### config.mk
export PLATFORM = sky130hd
export DESIGN_NAME = post_sequencer_flat
export DESIGN_NICKNAME = d
export VERILOG_FILES = /design/src/rtl/post_sequencer_if.sv /design/src/rtl/post_sequencer.sv /design/src/flat_wrapper.sv
export SDC_FILE = /design/constraint.sdc
export NUM_CORES = 1
export LEC_CHECK = 0
export ABC_AREA = 0
export ABC_CLOCK_PERIOD_IN_PS = 3900
export CAP_MARGIN = 30
export CORE_ASPECT_RATIO = 0.7
export CORE_MARGIN = 2
export CORE_UTILIZATION = 35
export CTS_CLUSTER_SIZE = 8
export DETAILED_ROUTE_END_ITERATION = 12
export SYNTH_ARGS = -nofsm -noshare
export SYNTH_HDL_FRONTEND = slang
export SYNTH_SLANG_ARGS = --single-unit
### constraint.sdc
create_clock -name clk_96m -period 3.9 [get_ports clk_96m]
set_input_delay 0.975 -clock clk_96m [delete_from_list [all_inputs] [get_ports clk_96m]]
set_output_delay 0.975 -clock clk_96m [all_outputs]
set_load 0.03 [all_outputs]
### src/rtl/post_sequencer_if.sv
// Bundles the POST input and the sequencer's control/status outputs.
// Latency: none, this is wiring only.
// Backpressure: none; every signal is a level, with no handshake.
`timescale 1ns/1ps
interface post_sequencer_if;
    logic       post_bit;
    logic       glitch;
    logic       cpu_reset_req_n;
    logic       cpu_slow;
    logic       success;
    logic [7:0] attempts;

    // The sequencer samples post_bit and drives everything else.
    modport master (
        input  post_bit,
        output glitch,
        output cpu_reset_req_n,
        output cpu_slow,
        output success,
        output attempts
    );

    // The CPU/board side drives post_bit and observes the results.
    modport slave (
        output post_bit,
        input  glitch,
        input  cpu_reset_req_n,
        input  cpu_slow,
        input  success,
        input  attempts
    );
endinterface

### src/rtl/post_sequencer.sv
// Counts CPU POST-bit edges, requests a glitch at the target edge, then either latches success or resets the CPU and retries.
// Latency: a pin change is counted 3 cycles later; glitch rises the cycle after the target count. All outputs are registered.
// Backpressure: none. Optional macro POST_SEQ_SLOW_EN enables the cpu_slow (PLL bypass) request.
`timescale 1ns/1ps
module post_sequencer #(
    parameter int unsigned GLITCH_EDGE   = 10,
    parameter int unsigned GLITCH_HOLD   = 20000,
    parameter int unsigned CHECK_TIMEOUT = 480000,
    parameter int unsigned RESET_LEN     = 9600,
    parameter int unsigned SLOW_EDGE     = 8
) (
    input  logic               clk_96m,
    input  logic               rst_n,
    post_sequencer_if.master   seq_if
);

    localparam int unsigned TIMER_W = 20;

    localparam logic [7:0]         EDGE_TGT     = 8'(GLITCH_EDGE);
    localparam logic [TIMER_W-1:0] HOLD_LAST    = TIMER_W'(GLITCH_HOLD - 1);
    localparam logic [TIMER_W-1:0] TIMEOUT_LAST = TIMER_W'(CHECK_TIMEOUT - 1);
    localparam logic [TIMER_W-1:0] RESET_LAST   = TIMER_W'(RESET_LEN - 1);

    // Elaboration-time guards: the timer is 20 bits wide and the edge counter is 8 bits wide.
    if (GLITCH_EDGE < 1 || GLITCH_EDGE > 255) begin : g_bad_edge
        $error("post_sequencer: GLITCH_EDGE must be 1..255");
    end
    if (GLITCH_HOLD < 1 || GLITCH_HOLD > (1 << TIMER_W)) begin : g_bad_hold
        $error("post_sequencer: GLITCH_HOLD must be 1..2^20");
    end
    if (CHECK_TIMEOUT < 1 || CHECK_TIMEOUT > (1 << TIMER_W)) begin : g_bad_timeout
        $error("post_sequencer: CHECK_TIMEOUT must be 1..2^20");
    end
    if (RESET_LEN < 1 || RESET_LEN > (1 << TIMER_W)) begin : g_bad_reset
        $error("post_sequencer: RESET_LEN must be 1..2^20");
    end
    if (SLOW_EDGE >= GLITCH_EDGE) begin : g_bad_slow
        $error("post_sequencer: SLOW_EDGE must be below GLITCH_EDGE");
    end

    typedef enum logic [2:0] {
        S_IDLE,
        S_ARMED,
        S_CHECK,
        S_RESET,
        S_PASS
    } state_t;

    state_t             state;
    logic [TIMER_W-1:0] timer;
    logic [7:0]         edge_cnt;
    logic [7:0]         attempts_q;
    logic               glitch_q;
    logic               reset_req_n_q;
    logic               success_q;

    logic sync1;
    logic sync2;
    logic post_dly;
    logic post_edge;

    // Two-flop synchronizer plus one delay flop; any level change of post_bit is an edge.
    always_ff @(posedge clk_96m or negedge rst_n) begin
        if (!rst_n) begin
            sync1    <= 1'b0;
            sync2    <= 1'b0;
            post_dly <= 1'b0;
        end else begin
            sync1    <= seq_if.post_bit;
            sync2    <= sync1;
            post_dly <= sync2;
        end
    end

    assign post_edge = sync2 ^ post_dly;

    // Attempt sequencer: count edges, hold glitch, watch for boot progress, reset the CPU on failure.
    always_ff @(posedge clk_96m or negedge rst_n) begin
        if (!rst_n) begin
            state         <= S_IDLE;
            timer         <= '0;
            edge_cnt      <= '0;
            attempts_q    <= '0;
            glitch_q      <= 1'b0;
            reset_req_n_q <= 1'b1;
            success_q     <= 1'b0;
        end else begin
            case (state)
                S_IDLE: begin
                    // Target count reached on the previous edge: arm this cycle.
                    if (edge_cnt == EDGE_TGT) begin
                        state    <= S_ARMED;
                        glitch_q <= 1'b1;
                        timer    <= '0;
                    end else if (post_edge && edge_cnt != 8'hFF) begin
                        edge_cnt <= edge_cnt + 8'd1;
                    end
                end
                S_ARMED: begin
                    // Edges are ignored while the glitcher is working.
                    if (timer == HOLD_LAST) begin
                        state    <= S_CHECK;
                        glitch_q <= 1'b0;
                        timer    <= '0;
                    end else begin
                        timer <= timer + 1'b1;
                    end
                end
                S_CHECK: begin
                    // An edge wins over a simultaneous timeout.
                    if (post_edge) begin
                        state     <= S_PASS;
                        success_q <= 1'b1;
                    end else if (timer == TIMEOUT_LAST) begin
                        state         <= S_RESET;
                        timer         <= '0;
                        reset_req_n_q <= 1'b0;
                    end else begin
                        timer <= timer + 1'b1;
                    end
                end
                S_RESET: begin
                    if (timer == RESET_LAST) begin
                        state         <= S_IDLE;
                        reset_req_n_q <= 1'b1;
                        edge_cnt      <= '0;
                        timer         <= '0;
                        if (attempts_q != 8'hFF) begin
                            attempts_q <= attempts_q + 8'd1;
                        end
                    end else begin
                        timer <= timer + 1'b1;
                    end
                end
                S_PASS: begin
                    // Terminal until rst_n.
                    success_q     <= 1'b1;
                    glitch_q      <= 1'b0;
                    reset_req_n_q <= 1'b1;
                end
                default: begin
                    state         <= S_IDLE;
                    glitch_q      <= 1'b0;
                    reset_req_n_q <= 1'b1;
                end
            endcase
        end
    end

`ifdef POST_SEQ_SLOW_EN
    localparam logic [7:0] SLOW_TGT = 8'(SLOW_EDGE);

    logic slow_q;

    // Slow request: set once the IDLE count reaches SLOW_EDGE, held through ARMED, dropped on CHECK entry.
    always_ff @(posedge clk_96m or negedge rst_n) begin
        if (!rst_n) begin
            slow_q <= 1'b0;
        end else begin
            case (state)
                S_IDLE:  if (edge_cnt == SLOW_TGT) slow_q <= 1'b1;
                S_ARMED: if (timer == HOLD_LAST) slow_q <= 1'b0;
                default: slow_q <= 1'b0;
            endcase
        end
    end

    assign seq_if.cpu_slow = slow_q;
`else
    assign seq_if.cpu_slow = 1'b0;
`endif

    assign seq_if.glitch          = glitch_q;
    assign seq_if.cpu_reset_req_n = reset_req_n_q;
    assign seq_if.success         = success_q;
    assign seq_if.attempts        = attempts_q;

endmodule

### src/flat_wrapper.sv
// flat-port wrapper written by rule: the top's interface ports become plain ports
module post_sequencer_flat 
#(
    parameter int unsigned GLITCH_EDGE   = 10,
    parameter int unsigned GLITCH_HOLD   = 20000,
    parameter int unsigned CHECK_TIMEOUT = 480000,
    parameter int unsigned RESET_LEN     = 9600,
    parameter int unsigned SLOW_EDGE     = 8
)
  (clk_96m, rst_n, seq_if_post_bit, seq_if_glitch, seq_if_cpu_reset_req_n, seq_if_cpu_slow, seq_if_success, seq_if_attempts);
  post_sequencer_if seq_if_i ();
  input  logic clk_96m;
  input  logic rst_n;
  input wire logic [$bits(seq_if_i.post_bit)-1:0] seq_if_post_bit;
  output wire logic [$bits(seq_if_i.glitch)-1:0] seq_if_glitch;
  output wire logic [$bits(seq_if_i.cpu_reset_req_n)-1:0] seq_if_cpu_reset_req_n;
  output wire logic [$bits(seq_if_i.cpu_slow)-1:0] seq_if_cpu_slow;
  output wire logic [$bits(seq_if_i.success)-1:0] seq_if_success;
  output wire logic [$bits(seq_if_i.attempts)-1:0] seq_if_attempts;
  assign seq_if_i.post_bit = seq_if_post_bit;
  assign seq_if_glitch = seq_if_i.glitch;
  assign seq_if_cpu_reset_req_n = seq_if_i.cpu_reset_req_n;
  assign seq_if_cpu_slow = seq_if_i.cpu_slow;
  assign seq_if_success = seq_if_i.success;
  assign seq_if_attempts = seq_if_i.attempts;
  post_sequencer #(.GLITCH_EDGE(GLITCH_EDGE), .GLITCH_HOLD(GLITCH_HOLD), .CHECK_TIMEOUT(CHECK_TIMEOUT), .RESET_LEN(RESET_LEN), .SLOW_EDGE(SLOW_EDGE)) u_core (.clk_96m(clk_96m), .rst_n(rst_n), .seq_if(seq_if_i));
endmodule
==> out/results.tsv <==
stage	metric	value	unit
worst_setup_path	CP Max Fanout	20	
sta	Hold Violations, Final	0	
detailed_routing	drt first pass iters	4	
finish	Final Instance Count excl. Fillers	378	
cts	depth of the CTS H-tree	2	
detailed_routing	DR WL/cell	15.2	um
die	core area	6880	um2
power_and_ir_drop	maximum VDD drop	0.000208	V
sta	final setup fails	0	
worst_setup_path	Worst Path Arrival	2.75	ns
finish	final core occ	41.7	%
detailed_routing	drt total wl	5730	um
synthesis	Syn Area/Cell	9.39	um2
cts	CTS Buffer Depth	2	
die	Die W	106	um
placement	dpl cells	370	
synthesis	sequential-to-total area share from yosys stat	44.3	%
finish	Net count, final	290	
worst_setup_path	critical path, cell by cell	nor3_1 > nand3b_1 > a21o_1 > nor4_4 > o32ai_1	
synthesis	post-synth net total	278	
die	Die Footprint	7980	um2
cts	hold_buf cts	0	
finish	fin area	2870	um2
sta	unrepaired setup endpoints after global routing	false	
sta	final worst path period need	2.59	ns
worst_setup_path	Setup crit start kind	register	
detailed_routing	Vias/cell	5.44	
worst_setup_path	CP peak stage delay	0.57	ns
run_status	outcome	finished clean	
cts	CTS tree	done	
power_and_ir_drop	PwrDens	526	nW/um2
detailed_routing	Post-route DRC	0	
cts	Post-CTS Setup Inserts	0	
power_and_ir_drop	Sw Pwr	0.651	mW
power_and_ir_drop	switching share of power	43.2	%
synthesis	Yosys warnings	0	
worst_setup_path	Worst setup EP type	register	
global_route	initial antenna violation count	0	
finish	most frequent cells in the layout	dfrtp_1 (44), nand2_1 (27), nor2_1 (20), o21ai_0 (20), nand3_1 (14)	
global_route	GRT Resource Usage Total	15.4	%
synthesis	FFs w/ async S/R, synth	100	%
finish	fillers	689	
job	Max-Cap Viols	0	
worst_setup_path	WS Path Type	reg2reg	
cts	CTS root buf	clkbuf_8	
sta	Final Cycle Share	66.5	%
sta	FMAX	386	MHz
synthesis	Post-synth EDFFs	0	
placement	Post-DP HPWL	4240	um
sta	clk_skew	0.00656	ns
sta	total negative setup slack	0	ns
placement	Final Wtd Congestion	0.824	
cts	later-pin clock latency in the skew report	0.30	ns
power_and_ir_drop	Clock power frac	20.1	%
synthesis	flops & latches, synth	45	
power_and_ir_drop	combinational power share	37.3	%
sta	Final Max Tran Viols	0	
finish	layout cell share with drive strength beyond 1	8.45	%
finish	ant diodes	0	
power_and_ir_drop	Int Pwr	0.858	mW
cts	CTS sink cnt	45	
die	Initial Util	37.0	%
sta	worst-margin pin slew	0.671	ns
cts	CTS clk-pin slew, worst paths	0.09	ns
global_route	vias in the first global route	1893	
cts	Num CTS Buffers	5	
die	std cell rows	25	
global_route	global-route wire length before repair	9590	um
detailed_routing	post-route antenna net violation count	0	
power_and_ir_drop	Reg power frac	42.7	%
finish	synthesis-to-layout area growth	12.7	%
global_route	grt total ovfl	0	
synthesis	synthesized area	2540	um2
synthesis	post-synthesis cell count	271	
detailed_routing	routed vias	2058	
die	io pins	15	
finish	most common cell after layout, fill and taps aside	dfrtp_1	
synthesis	Top FF cell, synth	dfrtp_1	
detailed_routing	1st-iter DRT viols	132	
power_and_ir_drop	Pleak	1.15	nW
hold_path	Hold Crit Class	reg2reg	
global_route	pin count of the biggest net entering global routing	25	
synthesis	Cell variety after synth	57	
worst_setup_path	CP required	4.06	ns
placement	IO buf count	13	
worst_setup_path	slowest CP cell	nor4_4	
sta	Max-slew headroom	55.2	%
placement	dpl cell area	2780	um2
cts	PostCTS Resize Cnt	0	
die	Vert. Die Dim	75.3	um
==> flip-flops by register name (all words and copies together) (netlist names) <==
register / count
u_core.state: 3
u_core.sync2: 1
u_core.post_dly: 1
u_core.seq_if.attempts: 8
u_core.timer: 20
u_core.seq_if.cpu_reset_req_n: 1
u_core.edge_cnt: 8
u_core.seq_if.success: 1
u_core.sync1: 1
u_core.seq_if.glitch: 1
==> synthesized netlist by cell type, types with 3 or more instances <==
cell | number | area [um2]
a21oi_1 | 12 | 60.1
and2_1 | 4 | 25.0
and3_1 | 5 | 31.3
and4_1 | 5 | 43.8
clkbuf_1 | 6 | 22.5
dfrtp_1 | 44 | 1100
ha_1 | 4 | 50.1
inv_1 | 9 | 33.8
nand2_1 | 27 | 101
nand3_1 | 14 | 70.1
nand4_1 | 12 | 75.1
nor2_1 | 20 | 75.1
nor3_1 | 11 | 55.1
nor4_1 | 3 | 18.8
o211ai_1 | 3 | 22.5
o21ai_0 | 20 | 100
o31ai_1 | 4 | 30.0
o32ai_1 | 3 | 26.3
or2_2 | 3 | 18.8
or3_1 | 5 | 31.3
xnor2_1 | 3 | 26.3
xor2_1 | 13 | 114
==> cell type report <==
type,count,area (um2),share of cell area (%)
multi-input combinational,208,1340,46.8
sequential,45,1130,39.3
timing repair buffer,14,153,5.32
tap,94,118,4.10
clock buffer,5,68.8,2.40
inverter,9,33.8,1.18
clock inverter,3,25.0,0.872
==> logic make-up (layout without fill, tap and decap cells) <==
logic type	count (synthesis)	in the layout	share of synthesized area, %
DFF	45	45	44.3
AOI/OAI and AO/OA	61	61	16.4
adders and majority gates	4	4	1.97
buffers and inverters	18	31	2.90
and+or+nand+nor	125	125	28.3
muxes	1	1	0.442
xor gates and xnor gates	16	16	5.51
other	1	1	0.147
==> critical path: cells and delay by family, from the launching register on <==
family / cells / cell delay [ns]
flip-flops: 1 / 0.42
AO/OA/AOI/OAI: 2 / 0.66
AND/OR/NAND/NOR: 3 / 1.37
==> power by group through the flow <==
stage / registers, mW / logic [mW] / clock network [mW]
after floorplan: 0.618 / 0.432 / 0
after global placement: 0.646 / 0.551 / 0
after detailed placement: 0.649 / 0.559 / 0
after CTS: 0.641 / 0.567 / 0.314
after global routing: 0.658 / 0.627 / 0.339
final: 0.644 / 0.563 / 0.303
==> per-layer routing <==
metal,track usage [%],part of all wire (%),vias up
met1,24.0,55,991
li1,-,-,1030
met4,4.39,0.72,0
met5,0,0,-
met2,21.7,40,35
met3,2.82,4.1,2
==> per-stage QoR <==
stage | hold WS [ns] | total power [mW] | setup WS, ns
floorplan | 0.331 | 1.05 | 1.86
global placement | 0.334 | 1.20 | 1.47
detailed placement | 0.336 | 1.21 | 1.37
CTS | 0.358 | 1.52 | 1.28
global route | 0.372 | 1.62 | 1.11
finish | 0.356 | 1.51 | 1.31
==> final timing paths <==
check	from	to	slack, ns	depth (start not counted)
worst max-delay path	u_core.edge_cnt[4]	u_core.timer[2]	1.31	5
worst min-delay path	u_core.sync1	u_core.sync2	0.36	0
worst max register to register	u_core.edge_cnt[4]	u_core.timer[2]	1.31	5
worst min register to register	u_core.sync1	u_core.sync2	0.36	0
max in group asynchronous	rst_n	u_core.seq_if.cpu_reset_req_n	2.62	2
min in group asynchronous	rst_n	u_core.timer[3]	0.68	1
(Power assumes the default switching activity.)
